--- config.mk ---
export PLATFORM = sky130hd
export DESIGN_NAME = sstv_vis_tx
export DESIGN_NICKNAME = d
export VERILOG_FILES = /design/src/rtl/sstv_vis_tx.sv
export SDC_FILE = /design/constraint.sdc
export NUM_CORES = 1
export LEC_CHECK = 0
export BUFFER_PORTS_ARGS = -buffer_cell sky130_fd_sc_hd__buf_2
export CORE_MARGIN = 4
export CORE_UTILIZATION = 55
export DETAILED_ROUTE_END_ITERATION = 8
export HOLD_SLACK_MARGIN = 0.08
export PLACE_DENSITY_LB_ADDON = 0.25
export SKIP_CTS_REPAIR_TIMING = 1
export SYNTH_ARGS = -nofsm -noshare
export SYNTH_HDL_FRONTEND = slang
export SYNTH_SLANG_ARGS = --single-unit
--- constraint.sdc ---
create_clock -name clk -period 2.95 [get_ports clk]
set_input_delay 0.1475 -clock clk [delete_from_list [all_inputs] [get_ports clk]]
set_output_delay 0.1475 -clock clk [all_outputs]
set_load 0.03 [all_outputs]
--- src/rtl/sstv_vis_tx.sv ---
// SSTV calibration header and VIS code generator: emits a sequence of 12-bit
// tone frequencies (Hz) for leader, break, leader, start bit, 7 data bits, parity, stop.
module sstv_vis_tx #(
  parameter int simulate = 0,
  parameter int CLK_HZ   = 100_000_000
) (
  input  logic        clk,
  input  logic        reset,
  input  logic        start,
  input  logic        abort,
  input  logic [6:0]  vis_code,
  output logic [11:0] freq,
  output logic        busy,
  output logic        done
);

  // One 10 ms unit; the receive side must derive its counts from the same figure.
  localparam int          UNIT      = (simulate != 0) ? 1000 : CLK_HZ / 100;
  localparam logic [31:0] TICK_LAST = 32'(UNIT - 1);

  localparam logic [11:0] F_LEADER = 12'd1900;
  localparam logic [11:0] F_SYNC   = 12'd1200;
  localparam logic [11:0] F_ONE    = 12'd1100;
  localparam logic [11:0] F_ZERO   = 12'd1300;

  typedef enum logic [3:0] {
    S_IDLE,
    S_LEADER1,
    S_BREAK,
    S_LEADER2,
    S_VSTART,
    S_DATA,
    S_PARITY,
    S_VSTOP,
    S_DONE
  } state_t;

  state_t      state, state_next;
  logic [31:0] tick_cnt, tick_next;
  logic [4:0]  unit_cnt, unit_next;
  logic [2:0]  bit_idx, bit_next;
  logic [6:0]  code, code_next;
  logic [11:0] freq_next;
  logic        busy_next, done_next;
  logic        unit_end;
  logic        bit_advance;

  assign unit_end = (tick_cnt == TICK_LAST);

  always_ff @(posedge clk or posedge reset) begin
    if (reset) begin
      state    <= S_IDLE;
      tick_cnt <= '0;
      unit_cnt <= '0;
      bit_idx  <= '0;
      code     <= '0;
      freq     <= '0;
      busy     <= 1'b0;
      done     <= 1'b0;
    end else begin
      state    <= state_next;
      tick_cnt <= tick_next;
      unit_cnt <= unit_next;
      bit_idx  <= bit_next;
      code     <= code_next;
      freq     <= freq_next;
      busy     <= busy_next;
      done     <= done_next;
    end
  end

  always_comb begin
    state_next  = state;
    code_next   = code;
    bit_next    = bit_idx;
    tick_next   = tick_cnt;
    unit_next   = unit_cnt;
    freq_next   = 12'd0;
    busy_next   = 1'b0;
    done_next   = 1'b0;
    bit_advance = 1'b0;

    case (state)
      S_IDLE: begin
        if (start && !abort) begin
          state_next = S_LEADER1;
          code_next  = vis_code;
        end
      end
      S_LEADER1: if (unit_end && unit_cnt == 5'd29) state_next = S_BREAK;
      S_BREAK:   if (unit_end && unit_cnt == 5'd0)  state_next = S_LEADER2;
      S_LEADER2: if (unit_end && unit_cnt == 5'd29) state_next = S_VSTART;
      S_VSTART:  if (unit_end && unit_cnt == 5'd2)  state_next = S_DATA;
      S_DATA: begin
        if (unit_end && unit_cnt == 5'd2) begin
          if (bit_idx == 3'd6) begin
            state_next = S_PARITY;
          end else begin
            bit_next    = bit_idx + 3'd1;
            bit_advance = 1'b1;
          end
        end
      end
      S_PARITY:  if (unit_end && unit_cnt == 5'd2) state_next = S_VSTOP;
      S_VSTOP:   if (unit_end && unit_cnt == 5'd2) state_next = S_DONE;
      S_DONE:    state_next = S_IDLE;
      default:   state_next = S_IDLE;
    endcase

    if (abort && state != S_IDLE) state_next = S_IDLE;

    // Each data bit restarts the unit count so every bit is timed like its own state.
    if (state_next != state) begin
      tick_next = '0;
      unit_next = '0;
      bit_next  = '0;
    end else if (bit_advance) begin
      tick_next = '0;
      unit_next = '0;
    end else if (state != S_IDLE) begin
      if (unit_end) begin
        tick_next = '0;
        unit_next = unit_cnt + 5'd1;
      end else begin
        tick_next = tick_cnt + 32'd1;
      end
    end

    case (state_next)
      S_LEADER1, S_LEADER2:       freq_next = F_LEADER;
      S_BREAK, S_VSTART, S_VSTOP: freq_next = F_SYNC;
      S_DATA:                     freq_next = code_next[bit_next] ? F_ONE : F_ZERO;
      S_PARITY:                   freq_next = (^code_next) ? F_ONE : F_ZERO;
      default:                    freq_next = 12'd0;
    endcase

    busy_next = (state_next != S_IDLE) && (state_next != S_DONE);
    done_next = (state_next == S_DONE);
  end

endmodule
==> reports/results.txt, run 1 <==
DRC = 0
Final ANT Viol Nets = 0
Longest Clk Path Bufs = 2
Routed WL = 10.4 mm
Number of library cell types mapped by synthesis = 57
CTS Root Cell = clkbuf_8
CTS buffer count = 9
Commonest cells in the netlist = 61 x dfrtp_1, 47 x nand3_1, 38 x nand2_1
Die width = 91.7 um
Sequential Area = 1530 um^2
Skew final = 0.0130 ns
WP data required = 3.19 ns
Post-Layout Cell Count = 626
# clock sinks = 61
Startpoint types = flop
Syn Inst Count = 433
Aggregate global routing overflow = 0
Crit path capture type = flop
Most frequent cell after synthesis = dfrtp_1
Leak = 0.00232 uW
Routed WL per cell = 16.7 um
Post-synth EDFFs = 0
Dpl cell area = 4470 um^2
Ys flop type = dfrtp_1
Syn-to-layout area delta = 33.7%
Fmax = 323 MHz
Port Buf Inserts = 21
Psw = 1350 uW
RSZ-0062 raised after global routing = true
Worst Path Max Fanout = 9
DP Cell Count = 591
Status = complete, but fails checks
PD cells = 686 nW/um^2
Largest net degree at the start of global routing = 35
Failing checks = negative setup slack
Final hold violations = 0
Post-synth top area cell = dfrtp_1
Share of layout cells above drive strength 1 = 30.9%
Cell area after layout = 5150 um^2
Post-Synthesis Cell Area = 3850 um^2
Gr usage total = 23.3%
Starting Density = 56.7%
Hpwl dp = 6.78 mm
Hold Startpoint = vis_code[6]
CTS tree = yes
Register bit total from synthesis = 61
Ys async rst share = 100%
Worst path arrival time = 3.34 ns
Hold depth = 3
R2R Path End = tick_cnt[19]
Number of diodes = 0
Chip height = 91.7 um
P_int = 2180 uW
Multi-input logic area = 2340 um^2
Core area = 6790 um^2
Filler instances = 459
Crit share post-route = 105%
Clock-pin slew on the worst setup and hold paths = 0.07 ns
Endpoints failing setup = 23
Worst-Skew Late Latency = 0.36 ns
Top-level port count = 25
Max cap viols = 0
Total Die Area = 8410 um^2
Reg2reg path depth = 11
RR Startpoint = tick_cnt[0]
Gpl congestion = 0.919
Comb pwr share = 47.4%
Nets = 543
DRT Pass-1 Iters = 4
FF-to-FF setup slack = -0.15 ns
Number of global-route vias before repair = 3454
Worst Hold Class = in2reg
Row cnt = 30
H-tree Lvls = 3
Minimum clock period = 3.10 ns
Sequential power share = 28.5%
Sw Share = 38.1%
Worst hold slack = 0.0920 ns
Synth top area cells = dfrtp_1 40%, mux2i_1 6.5%, nand3_1 6.1%, nand2_1 3.7%, a21oi_1 3.4%
Synth Area per Inst = 8.90 um^2
Initial antenna violation count = 0
Vias per cell = 5.84
Hold Path Sink = code[6]
Clock share of power = 24.1%
Iteration-0 DRC Markers = 230
Yosys top cell area share = 39.6%
Warnings, synthesis = 0
Seq/Total Area, Yosys = 39.6%
Via count = 3658
Crit path kind = reg2reg
Slew Limit Fails = 0
First-pass GRT wire length = 15.9 mm
Worst vdd ir = 551 uV
Final Worst Setup Slack = -0.150 ns
state kept, by name, indices dropped and copies added (netlist names):
| register | flops |
|---|---|
| bit_idx | 3 |
| busy | 1 |
| tick_cnt | 32 |
| done | 1 |
| freq | 8 |
| state | 4 |
| code | 7 |
| unit_cnt | 5 |
placed cells by master (no fill, tap or decap), drive strengths merged, types with 3 or more instances in the layout:
master,n
or4,5
clkbuf,11
nand2b,3
mux2i,25
and2,6
dfrtp,61
and4,3
o22ai,4
nor4,15
xnor2,6
nand3,48
nor3,8
nand4,12
or2,3
ha,7
a21oi,27
buf,97
inv,27
a21o,8
a22o,8
or3,6
nand2,38
nor2b,3
and3,11
clkinv,3
o21ai,15
nor2,26
o211ai,7
xor2,5
nand3b,4
conb,3
layer usage:
layer,routed length [um],vias up,track usage (%)
met3,406,26,6.15
met2,5480,93,38.1
met5,0,-,0
met1,4310,1783,29.4
li1,-,1756,-
met4,249,0,9.53
metrics by stage:
step / setup TNS [ns] / total power (uW) / utilization (%) / setup WS (ns)
after floorplan: 0 / 1910 / - / 0.00149
after global placement: -0.00844 / 2360 / 65.9 / -0.00844
after detailed placement: -0.431 / 2400 / 65.9 / -0.0811
after CTS: -0.709 / 3250 / 69.1 / -0.0948
after global routing: -5.94 / 3740 / 75.8 / -0.230
final: -1.85 / 3530 / 75.8 / -0.150
worst max-delay path, cell delays in order, from the launching register on:
cell and delay, ns:
dfrtp_1 0.41, ha_2 0.22, nand3_2 0.08, or4b_4 0.55, or4_4 0.50, a22oi_2 0.18, a221o_2 0.29, nor3_4 0.08
buf_12 0.15, buf_16 0.14, a21o_1 0.15, a22o_1 0.23
layout make-up:
cell class | instances | share of cell area, %
clock buffer | 9 | 2.40
clock inverter | 7 | 1.92
inverter | 26 | 1.89
multi-input combinational | 326 | 45.4
sequential | 61 | 29.6
tap | 96 | 2.33
timing repair buffer | 101 | 16.4
how the worst max path moves through the flow:
stage / start / endpoint / slack, ns
2_1_floorplan: tick_cnt[0] / tick_cnt[9] / 0.001
3_3_place_gp: tick_cnt[8] / tick_cnt[24] / -0.008
3_5_place_dp: tick_cnt[0] / freq[6] / -0.08
4_1_cts: tick_cnt[0] / freq[6] / -0.09
5_1_grt: tick_cnt[0] / tick_cnt[19] / -0.23
6_report: tick_cnt[0] / tick_cnt[19] / -0.15
logic make-up after synthesis:
| kind of cell | synth area share (%) |
|---|---|
| other cells | 0.0973 |
| compound gates | 13.4 |
| simple gates | 29.5 |
| buf+inv | 5.55 |
| mux | 7.08 |
| fa+ha+maj | 2.27 |
| flops | 39.6 |
| xor+xnor | 2.50 |
power groups by stage:
stage | sequential [uW] | combinational, uW | clock [uW]
3_5_place_dp | 1020 | 1380 | 0
5_1_grt | 1020 | 1810 | 913
2_1_floorplan | 1110 | 803 | 0
6_report | 1010 | 1680 | 851
4_1_cts | 1000 | 1390 | 859
3_3_place_gp | 1010 | 1350 | 0
No activity file was read; power rests on OpenSTA's default activity.
==> run 2: changes to the inputs <==
--- a/config.mk
+++ b/config.mk
@@ -9,6 +9,7 @@
 export CORE_MARGIN = 4
 export CORE_UTILIZATION = 55
 export DETAILED_ROUTE_END_ITERATION = 8
+export GPL_TIMING_DRIVEN = 0
 export HOLD_SLACK_MARGIN = 0.08
 export PLACE_DENSITY_LB_ADDON = 0.25
 export SKIP_CTS_REPAIR_TIMING = 1
==> run 2 against run 1 <==
The flow still finishes with violations (negative setup slack). Combinational power about the same. Critical path type unchanged. Critical path depth up 1. Critical endpoint unchanged. Non-clock buffer count shrank 27. Sequential power is essentially flat. Power hardly changed. Worst setup slack got worse by 0.10 ns. Final area shrank 5.1%. Largest cell class unchanged. Clock power down 5.6%. Via count increased by 0.25%.
==> reports/results.txt, run 2 (synthesis results as in run 1) <==
Status = complete, but fails checks
Failing checks = negative setup slack
Slew Limit Fails = 0
Core area = 6790 um^2
Iteration-0 DRC Markers = 226
DRT Pass-1 Iters = 5
Startpoint types = flop
Longest Clk Path Bufs = 2
Post-Layout Cell Count = 599
Port Buf Inserts = 21
Max reg flops = 32
CTS Root Cell = clkbuf_8
Sw Share = 39.0%
Max cap viols = 0
Via count = 3667
Vias per cell = 6.12
Gr usage total = 22.8%
CTS buffer count = 9
Chip height = 91.7 um
Number of diodes = 0
Crit path kind = reg2reg
Leak = 0.00211 uW
Die width = 91.7 um
Crit path capture type = flop
Aggregate global routing overflow = 0
Worst Path Max Fanout = 7
Final Worst Setup Slack = -0.251 ns
Cell area after layout = 4890 um^2
DP Cell Count = 553
First-pass GRT wire length = 15.3 mm
DRC = 0
Worst relative slew slack = 40.7%
Starting Density = 56.7%
Worst Hold Class = in2reg
Hpwl dp = 6.77 mm
CTS tree = yes
Dpl cell area = 4110 um^2
PD cells = 723 nW/um^2
Worst-Margin Slew = 0.882 ns
Share of layout cells above drive strength 1 = 26.4%
Routed WL per cell = 17.7 um
Initial antenna violation count = 0
Largest net degree at the start of global routing = 41
Hold Startpoint = vis_code[1]
Endpoints failing setup = 33
Worst-Skew Late Latency = 0.35 ns
RSZ-0062 raised after global routing = true
Gpl congestion = 0.919
Final hold violations = 0
CP startpoint = tick_cnt[1]
Psw = 1380 uW
Sequential power share = 29.1%
Nets = 516
Crit share post-route = 109%
Worst vdd ir = 599 uV
Filler instances = 482
Minimum clock period = 3.20 ns
Largest registers = tick_cnt (32), freq (8), code (7)
Most common cell after layout, fill and taps aside = dfrtp_1
TNS Setup = -4.60 ns
Largest Register = tick_cnt
Top-level port count = 25
Total Die Area = 8410 um^2
H-tree Lvls = 3
WP data required = 3.19 ns
Final ANT Viol Nets = 0
Fmax = 312 MHz
Worst path arrival time = 3.44 ns
# clock sinks = 61
Comb pwr share = 48.2%
P_int = 2160 uW
FF-to-FF setup slack = -0.25 ns
Number of global-route vias before repair = 3382
Commonest cells after routing, fill and taps aside = 59 x dfrtp_1, 44 x nand3_1, 37 x nand2_1, 26 x nor2_1
Syn-to-layout area delta = 26.9%
Skew final = 0.00594 ns
RR Startpoint = tick_cnt[1]
Routed WL = 10.6 mm
Clock share of power = 22.7%
Row cnt = 30
Clock-pin slew on the worst setup and hold paths = 0.07 ns
run 2: worst paths after layout:
kind	end	cells past startpoint
min	code[1]	3
max reg2reg	tick_cnt[19]	12
max in group asynchronous	tick_cnt[0]	4
min in group asynchronous	freq[6]	3
max	tick_cnt[19]	12
min reg2reg	tick_cnt[30]	1
run 2: final cells by class:
class | instances | area (um^2) | share of cell area (%)
Buffer | 21 | 173 | 3.53
Clock buffer | 13 | 169 | 3.45
Inverter | 26 | 97.6 | 2.00
Tap cell | 96 | 120 | 2.46
Timing Repair Buffer | 53 | 434 | 8.88
Multi-Input combinational cell | 326 | 2320 | 47.5
Clock inverter | 3 | 42.5 | 0.870
Sequential cell | 61 | 1530 | 31.3
run 2: worst max-delay path, stage by stage (launching register included):
cell and delay, ns:
dfrtp_1 0.42, ha_4 0.18, nand3_4 0.09, or4b_4 0.55, or4_1 0.53, a22oi_2 0.19
a221o_2 0.27, nor4_4 0.07, buf_6 0.15, buf_4 0.14, buf_6 0.11, a21o_1 0.14
a22o_1 0.22
run 2: through the flow:
stage | hold slack (ns) | setup WS [ns] | util [%] | power, uW
after floorplan | 0.217 | 0.00149 | - | 1910
after global placement | 0.373 | -0.429 | 60.2 | 2200
after detailed placement | 0.208 | -0.504 | 60.5 | 2240
after CTS | -0.174 | -0.508 | 63.6 | 3040
after global routing | 0.105 | -0.310 | 72.0 | 3690
final | 0.0925 | -0.251 | 72.0 | 3530
run 2: routing by layer:
| layer | vias to the layer above | GRT usage, % | routed length [um] | share of wire (%) |
|---|---|---|---|---|
| li1 | 1697 | - | - | - |
| met1 | 1793 | 26.1 | 4280 | 40 |
| met2 | 145 | 40.6 | 5480 | 52 |
| met3 | 32 | 4.84 | 569 | 5.4 |
| met4 | 0 | 10.4 | 264 | 2.5 |
| met5 | - | 0 | 0 | 0 |
run 2: power by group through the flow:
stage	combinational (uW)	clock, uW	sequential, uW
2_1_floorplan	803	0	1110
3_3_place_gp	1180	0	1020
3_5_place_dp	1210	0	1030
4_1_cts	1220	814	1010
5_1_grt	1800	849	1040
6_report	1700	803	1030
